--- src/rtl/apb_pkg.sv ---
// Shared types and constants for the matrix-multiplier APB requester.
// Register map and state encoding used by the master port and its users.
package apb_pkg;

  typedef enum logic [1:0] {
    IDLE,
    SETUP,
    ACCESS,
    RESP
  } apb_state_t;

  localparam int DEF_ADDR_W = 3;
  localparam int DEF_DATA_W = 16;

  localparam logic [2:0] REG_A_ADDR = 3'd0;
  localparam logic [2:0] REG_B_ADDR = 3'd1;
  localparam logic [2:0] REG_C_ADDR = 3'd2;
  localparam logic [2:0] REG_M      = 3'd3;
  localparam logic [2:0] REG_N      = 3'd4;
  localparam logic [2:0] REG_P      = 3'd5;
  localparam logic [2:0] REG_STATE  = 3'd6;

  localparam int STATE_START_BIT = 0;
  localparam int STATE_END_BIT   = 1;

endpackage

--- src/rtl/apb_wait_timer.sv ---
// ACCESS wait-state counter for the APB requester.
// Flags expiry once TIMEOUT-1 stalled cycles have been counted.
module apb_wait_timer #(
  parameter int TIMEOUT = 15
) (
  input  logic clk,
  input  logic rst_n,
  input  logic clear,
  input  logic enable,
  output logic expired
);

  localparam int CNT_W = $clog2(TIMEOUT + 1);

  logic [CNT_W-1:0] count;

  assign expired = (count == CNT_W'(TIMEOUT - 1));

  always_ff @(posedge clk) begin
    if (!rst_n) begin
      count <= '0;
    end else if (clear) begin
      count <= '0;
    end else if (enable && !expired) begin
      count <= count + 1'b1;
    end
  end

endmodule

--- src/rtl/apb_master_port.sv ---
// Single-transfer APB requester: one command in, one SETUP/ACCESS
// transfer on the bus, one response out (with timeout abort).
module apb_master_port
  import apb_pkg::*;
#(
  parameter int ADDR_W  = DEF_ADDR_W,
  parameter int DATA_W  = DEF_DATA_W,
  parameter int TIMEOUT = 15
) (
  input  logic              pclk,
  input  logic              preset_n,
  input  logic              cmd_valid,
  output logic              cmd_ready,
  input  logic              cmd_write,
  input  logic [ADDR_W-1:0] cmd_addr,
  input  logic [DATA_W-1:0] cmd_wdata,
  output logic              rsp_valid,
  input  logic              rsp_ready,
  output logic [DATA_W-1:0] rsp_rdata,
  output logic              rsp_err,
  output logic              psel,
  output logic              penable,
  output logic              pwrite,
  output logic [ADDR_W-1:0] paddr,
  output logic [DATA_W-1:0] pwdata,
  input  logic              pready,
  input  logic [DATA_W-1:0] prdata
);

  apb_state_t state;
  apb_state_t state_nxt;

  logic expired;
  logic accept;
  logic done;

  assign cmd_ready = (state == IDLE);
  assign psel      = (state == SETUP) || (state == ACCESS);
  assign penable   = (state == ACCESS);
  assign rsp_valid = (state == RESP);

  assign accept = cmd_valid && cmd_ready;
  // pready on the expiry edge still counts as a normal completion
  assign done   = (state == ACCESS) && (pready || expired);

  apb_wait_timer #(
    .TIMEOUT (TIMEOUT)
  ) u_timer (
    .clk     (pclk),
    .rst_n   (preset_n),
    .clear   (state != ACCESS),
    .enable  ((state == ACCESS) && !pready),
    .expired (expired)
  );

  always_ff @(posedge pclk) begin
    if (!preset_n) begin
      state <= IDLE;
    end else begin
      state <= state_nxt;
    end
  end

  always_comb begin
    state_nxt = state;
    unique case (state)
      IDLE:   if (accept) state_nxt = SETUP;
      SETUP:  state_nxt = ACCESS;
      ACCESS: if (done) state_nxt = RESP;
      RESP:   if (rsp_ready) state_nxt = IDLE;
      default: state_nxt = IDLE;
    endcase
  end

  always_ff @(posedge pclk) begin
    if (!preset_n) begin
      pwrite <= 1'b0;
      paddr  <= '0;
      pwdata <= '0;
    end else if (accept) begin
      pwrite <= cmd_write;
      paddr  <= cmd_addr;
      pwdata <= cmd_wdata;
    end
  end

  always_ff @(posedge pclk) begin
    if (!preset_n) begin
      rsp_rdata <= '0;
      rsp_err   <= 1'b0;
    end else if (done) begin
      rsp_err   <= !pready;
      rsp_rdata <= (pready && !pwrite) ? prdata : '0;
    end
  end

endmodule

--- config.mk ---
export PLATFORM = sky130hd
export DESIGN_NAME = apb_master_port
export DESIGN_NICKNAME = d
export VERILOG_FILES = /design/src/rtl/apb_pkg.sv /design/src/rtl/apb_wait_timer.sv /design/src/rtl/apb_master_port.sv
export SDC_FILE = /design/constraint.sdc
export NUM_CORES = 1
export LEC_CHECK = 0
export CAP_MARGIN = 10
export CELL_PAD_IN_SITES_DETAIL_PLACEMENT = 1
export CELL_PAD_IN_SITES_GLOBAL_PLACEMENT = 1
export CORE_ASPECT_RATIO = 0.8
export CORE_MARGIN = 2
export CORE_UTILIZATION = 31
export DETAILED_ROUTE_END_ITERATION = 16
export PLACE_DENSITY = 0.94
export SYNTH_ARGS = -nofsm -noshare
export SYNTH_HDL_FRONTEND = slang
export SYNTH_SLANG_ARGS = --single-unit
--- constraint.sdc ---
create_clock -name pclk -period 5.1 [get_ports pclk]
set_clock_uncertainty 0.1 [all_clocks]
set_input_delay 1.02 -clock pclk [delete_from_list [all_inputs] [get_ports pclk]]
set_output_delay 1.02 -clock pclk [all_outputs]
set_load 0.01 [all_outputs]
==> impl_metrics.yaml, run 1 <==
run_status:
  status: "complete, no violations"
global_route:
  track_usage_pct: 17.0
  grt_max_degree: 44
  grt_pass1_wl_um: 8500
  grt_pass1_vias: 1818
  overflow: 0
  grt_antenna_before_repair: 0
placed_design:
  place_inst: 351
  hpwl_um: 3900
  port_buffers: 81
  place_congestion: 0.738
  place_ws_ns: 2.16
cells_and_area:
  final_core_util_pct: 49.8
  multi_input_area_um2: 833
  drive_gt1_share_pct: 6.76
  diodes: 0
  n_fill_cell: 666
  area_growth_syn_to_layout_pct: 52.1
  fin_cells: 359
  final-seq-area_um2: 861
  nets: 327
clocking:
  root_buffer: "clkbuf_8"
  cts_buffers: 5
  cts_sinks: 43
  cts_setup_buffers: 0
  cts-resized-gates: 0
  htree_levels: 2
  clk_latency_ns: 0.30
  clk_pin_slew_ns: 0.08
  cts_buffer_depth: 2
  cts_hold_buffers: 0
  tritoncts: "done"
timing:
  hold_viol: 0
  setup_ws_ns: 1.82
  post-route-period-util_pct: 64.3
  max_freq_ghz: 0.305
  report.final.slew_viol_count: 0
  rsz0062_at_grt: "false"
  worstMarginPinSlew_ns: 0.865
  setup_viol: 0
  tns_ns: 0
  slew_headroom_pct: 42.3
  min_period_ns: 3.28
setup_path:
  critPathRequiredTime_ns: 3.98
  cp_max_fo: 23
  path_buf_inv: 2
  critPathMaxStageDelay_ns: 0.74
  critPathTopFamily: "buffers and inverters"
  path_class: "reg -> out"
  worst_setup_path_start_kind: "register"
  crit_chain: "inv_1 -> ha_1 -> clkdlybuf4s50_1"
  critPathArrivalTime_ns: 2.16
  slowest_stage: "ha_1"
  worstSetupEndpointType: "output pin"
route:
  wl_per_cell_um: 14.8
  ant_nets: 0
  dr.pass1.iters: 5
  dr_total_vias: 1719
  viasPerCell: 4.79
  drt_iter0_drc: 69
  totalWireLength_um: 5330
  drc: 0
floorplanning:
  core_area_mm2: 0.00553
  die_w_um: 89.4
  start_util_pct: 32.7
  die_area_mm2: 0.00646
  rows: 24
  pin_count: 82
  die_h_um: 72.3
synth:
  synthXorXnorAreaFrac_pct: 0
  synth.cell_area_mm2: 0.00181
  synth_compound_area_share_pct: 25.7
  muxShareOfSynthArea_pct: 0.554
  ys_seq_area_share_pct: 47.6
  yosys_warnings: 0
  synthSimpleGateAreaFrac_pct: 15.6
  async_flop_share_pct: 0
  synth.distinct_cells: 28
  synth_top_family_by_area: "compound AO/OA/AOI/OAI gates"
  netlist_instances: 207
  ys_seq_elements: 43
  synth-main-ff-cell: "dfxtp_1"
  synthAdderAreaFrac_pct: 4.15
  syn_nets: 254
  synth_edf_count: 0
  syn_avg_cell_area_um2: 8.73
power:
  powerDensity_mw_per_mm2: 361
  finalPower_uw: 993
  p_leak_nw: 1.04
  peakVddDrop_mv: 0.134
worst_hold_path:
  hp-class: "reg -> reg"
job:
  cap_violations: 0
sequential cells by signal (all words and copies together) (netlist names):
| register | flops |
|---|---|
| pwdata | 16 |
| rsp_rdata | 16 |
| pwrite | 1 |
| paddr | 3 |
| rsp_err | 1 |
| u_timer.count | 4 |
| state | 2 |
report_power, final:
part / switching, mW / total [mW] / internal, mW
registers: 0.0274 / 0.407 / 0.379
logic: 0.152 / 0.309 / 0.157
clock network: 0.119 / 0.277 / 0.159
final cells by class:
cell class	instances	area share, %
Tap cell	78	3.55
Multi-Input combinational cell	142	30.3
Sequential cell	43	31.3
Timing Repair Buffer	82	29.8
Clock buffer	6	3.00
Clock inverter	2	1.27
Inverter	6	0.819
through the flow:
step,cell area [um^2],hold WS [ns]
2_1_floorplan,1810,0.362
3_3_place_gp,2630,0.351
3_5_place_dp,2630,0.362
4_1_cts,2750,0.374
5_1_grt,2750,0.410
6_report,2750,0.375
cell usage in the layout (no fill, tap or decap), types with 2 or more instances in the layout:
| master | Yosys | final |
|---|---|---|
| clkdlybuf4s50_1 | 0 | 81 |
| nand2_1 | 64 | 64 |
| dfxtp_1 | 43 | 43 |
| a21boi_0 | 20 | 20 |
| a21oi_1 | 18 | 18 |
| a31o_1 | 10 | 10 |
| a31o_2 | 7 | 7 |
| inv_1 | 6 | 6 |
| ha_1 | 6 | 6 |
| clkbuf_8 | 0 | 6 |
| o211a_1 | 2 | 2 |
final timing paths:
| path | from | endpoint | slack (ns) | cells past startpoint |
|---|---|---|---|---|
| setup / recovery | state[0]$_SDFFE_PN0P_ | penable | 1.82 | 3 |
| hold / removal | pwdata[6]$_SDFFE_PN0P_ | pwdata[6]$_SDFFE_PN0P_ | 0.37 | 2 |
| setup reg to reg | state[0]$_SDFFE_PN0P_ | u_timer.count[2]$_SDFFE_PP0P_ | 3.08 | 4 |
| hold reg to reg | pwdata[6]$_SDFFE_PN0P_ | pwdata[6]$_SDFFE_PN0P_ | 0.37 | 2 |
synthesized netlist by cell type (all sizes together), types with 2 or more instances:
master	count	area, um^2
inv	6	22.5
and2	2	15.0
nor2	2	10.0
clkbuf	8	30.0
ha	6	75.1
buf	8	61.3
nand2	64	240
a21oi	18	90.1
a21boi	20	150
a31o	17	149
dfxtp	43	861
o211a	2	20.0
per-layer routing:
layer / vias up / track usage (%) / wire, um
met5: - / 0 / 0
met4: 0 / 6.14 / 111
met3: 11 / 4.32 / 292
met2: 52 / 28.1 / 2570
met1: 807 / 21.6 / 2350
li1: 849 / - / -
kinds of logic (layout without fill, tap and decap cells):
logic type      after synthesis  after routing
simple gates                 71             71
compound gates               64             64
buf+inv                      22             96
fa+ha+maj                     6              6
flops                        43             43
mux                           1              1
tightest hold or removal path: stages (launching register included):
cell and delay [ns]:
dfxtp_1 0.32, nand2_1 0.05, a21boi_0 0.07
(Power assumes the default switching activity.)
==> run 2: changes to the inputs <==
CORE_UTILIZATION = 29   (was 31)
PLACE_DENSITY = 0.9   (was 0.94)
clock period = 3.4 ns   (was 5.1 ns; I/O delays follow)
==> impl_metrics.yaml, run 2 (synthesis gave the netlist of run 1 again) <==
job:
  cap_violations: 0
power:
  p_leak_nw: 1.03
  peakVddDrop_mv: 0.195
  powerDensity_mw_per_mm2: 531
route:
  ant_nets: 0
  totalWireLength_um: 5260
  wl_per_cell_um: 14.5
  dr.pass1.iters: 4
  viasPerCell: 4.77
  dr_total_vias: 1727
  drc: 0
  drt_iter0_drc: 56
timing:
  post-route-period-util_pct: 70.8
  setup_viol: 0
  report.final.slew_viol_count: 0
  worstMarginPinSlew_ns: 0.735
  tns_ns: 0
  hold_viol: 0
  max_freq_ghz: 0.416
  slew_headroom_pct: 51.0
  rsz0062_at_grt: "false"
  min_period_ns: 2.41
floorplanning:
  pin_count: 82
  core_area_mm2: 0.00597
  rows: 25
  start_util_pct: 30.3
  die_h_um: 74.6
  die_area_mm2: 0.00689
  die_w_um: 92.3
clocking:
  cts_setup_buffers: 0
  root_buffer: "clkbuf_8"
  clk_pin_slew_ns: 0.08
  cts_sinks: 43
  cts_buffers: 5
  cts_buffer_depth: 2
  cts_hold_buffers: 0
  cts-resized-gates: 0
  htree_levels: 2
  tritoncts: "done"
  clk_latency_ns: 0.29
cells_and_area:
  multi_input_area_um2: 833
  nets: 328
  drive_gt1_share_pct: 6.41
  final-seq-area_um2: 861
  diodes: 0
  final_common_cell: "clkdlybuf4s50_1"
  fin_area_mm2: 0.00275
  n_fill_cell: 682
  layout_common_cells: "clkdlybuf4s50_1, nand2_1, dfxtp_1, a21boi_0, a21oi_1"
  top_regs: "pwdata: 16 flops, rsp_rdata: 16 flops, u_timer.count: 4 flops"
  area_growth_syn_to_layout_pct: 51.9
global_route:
  grt_max_degree: 43
  grt_pass1_wl_um: 8480
  grt_antenna_before_repair: 0
  overflow: 0
  track_usage_pct: 15.8
  grt_pass1_vias: 1756
setup_path:
  path_class: "reg -> out"
  worst_setup_path_start_kind: "register"
  critPathArrivalTime_ns: 1.63
  critPathRequiredTime_ns: 2.62
  cp_max_fo: 4
  worstSetupEndpointType: "output pin"
placed_design:
  place_congestion: 0.722
  port_buffers: 81
  place_area_mm2: 0.00264
  hpwl_um: 3840
run_status:
  status: "complete, no violations"
worst_hold_path:
  hp-class: "reg -> reg"
## run 2: layer usage
metal	GRT usage [%]	wire [um]
met1	18.9	2360
met2	27.3	2550
met5	0	0
met4	4.98	76
met3	5.41	271
## run 2: final timing paths
check | start | to | slack (ns) | cells after the start
worst min register to register | pwdata[11]$_SDFFE_PN0P_ | pwdata[11]$_SDFFE_PN0P_ | 0.36 | 2
worst max-delay path | state[1]$_SDFFE_PN0P_ | psel | 0.99 | 3
worst max register to register | u_timer.count[0]$_SDFFE_PP0P_ | rsp_rdata[5]$_SDFFE_PN0P_ | 1.39 | 5
worst min-delay path | pwdata[11]$_SDFFE_PN0P_ | pwdata[11]$_SDFFE_PN0P_ | 0.36 | 2
## run 2: where the power goes
| group | switching, mW | total, mW | leakage, nW | internal [mW] |
|---|---|---|---|---|
| clock network | 0.169 | 0.384 | 0.0513 | 0.215 |
| registers | 0.0397 | 0.609 | 0.350 | 0.569 |
| logic | 0.227 | 0.464 | 0.634 | 0.237 |
| total | 0.436 | 1.46 | 1.03 | 1.02 |
## run 2: metrics by stage
step	setup slack [ns]	std cells	hold WS, ns	util [%]	total power [mW]
floorplan	1.75	207	0.362	-	0.849
global placement	0.894	355	0.350	44.3	1.07
detailed placement	0.836	355	0.360	44.3	1.09
CTS	0.969	362	0.371	46.0	1.48
global route	0.935	362	0.396	46.0	1.55
finish	0.994	362	0.365	46.0	1.46
## run 2: cell type report
cell class	instances	area share, %
Tap cell	81	3.69
Inverter	6	0.820
Timing Repair Buffer	83	30.1
Clock buffer	6	2.64
Multi-Input combinational cell	142	30.3
Sequential cell	43	31.3
Clock inverter	1	1.09
## run 2: worst max-delay path, stage by stage (launching register included)
cell,delay [ns]
dfxtp_1,0.40
inv_1,0.09
ha_1,0.29
clkdlybuf4s50_1,0.54
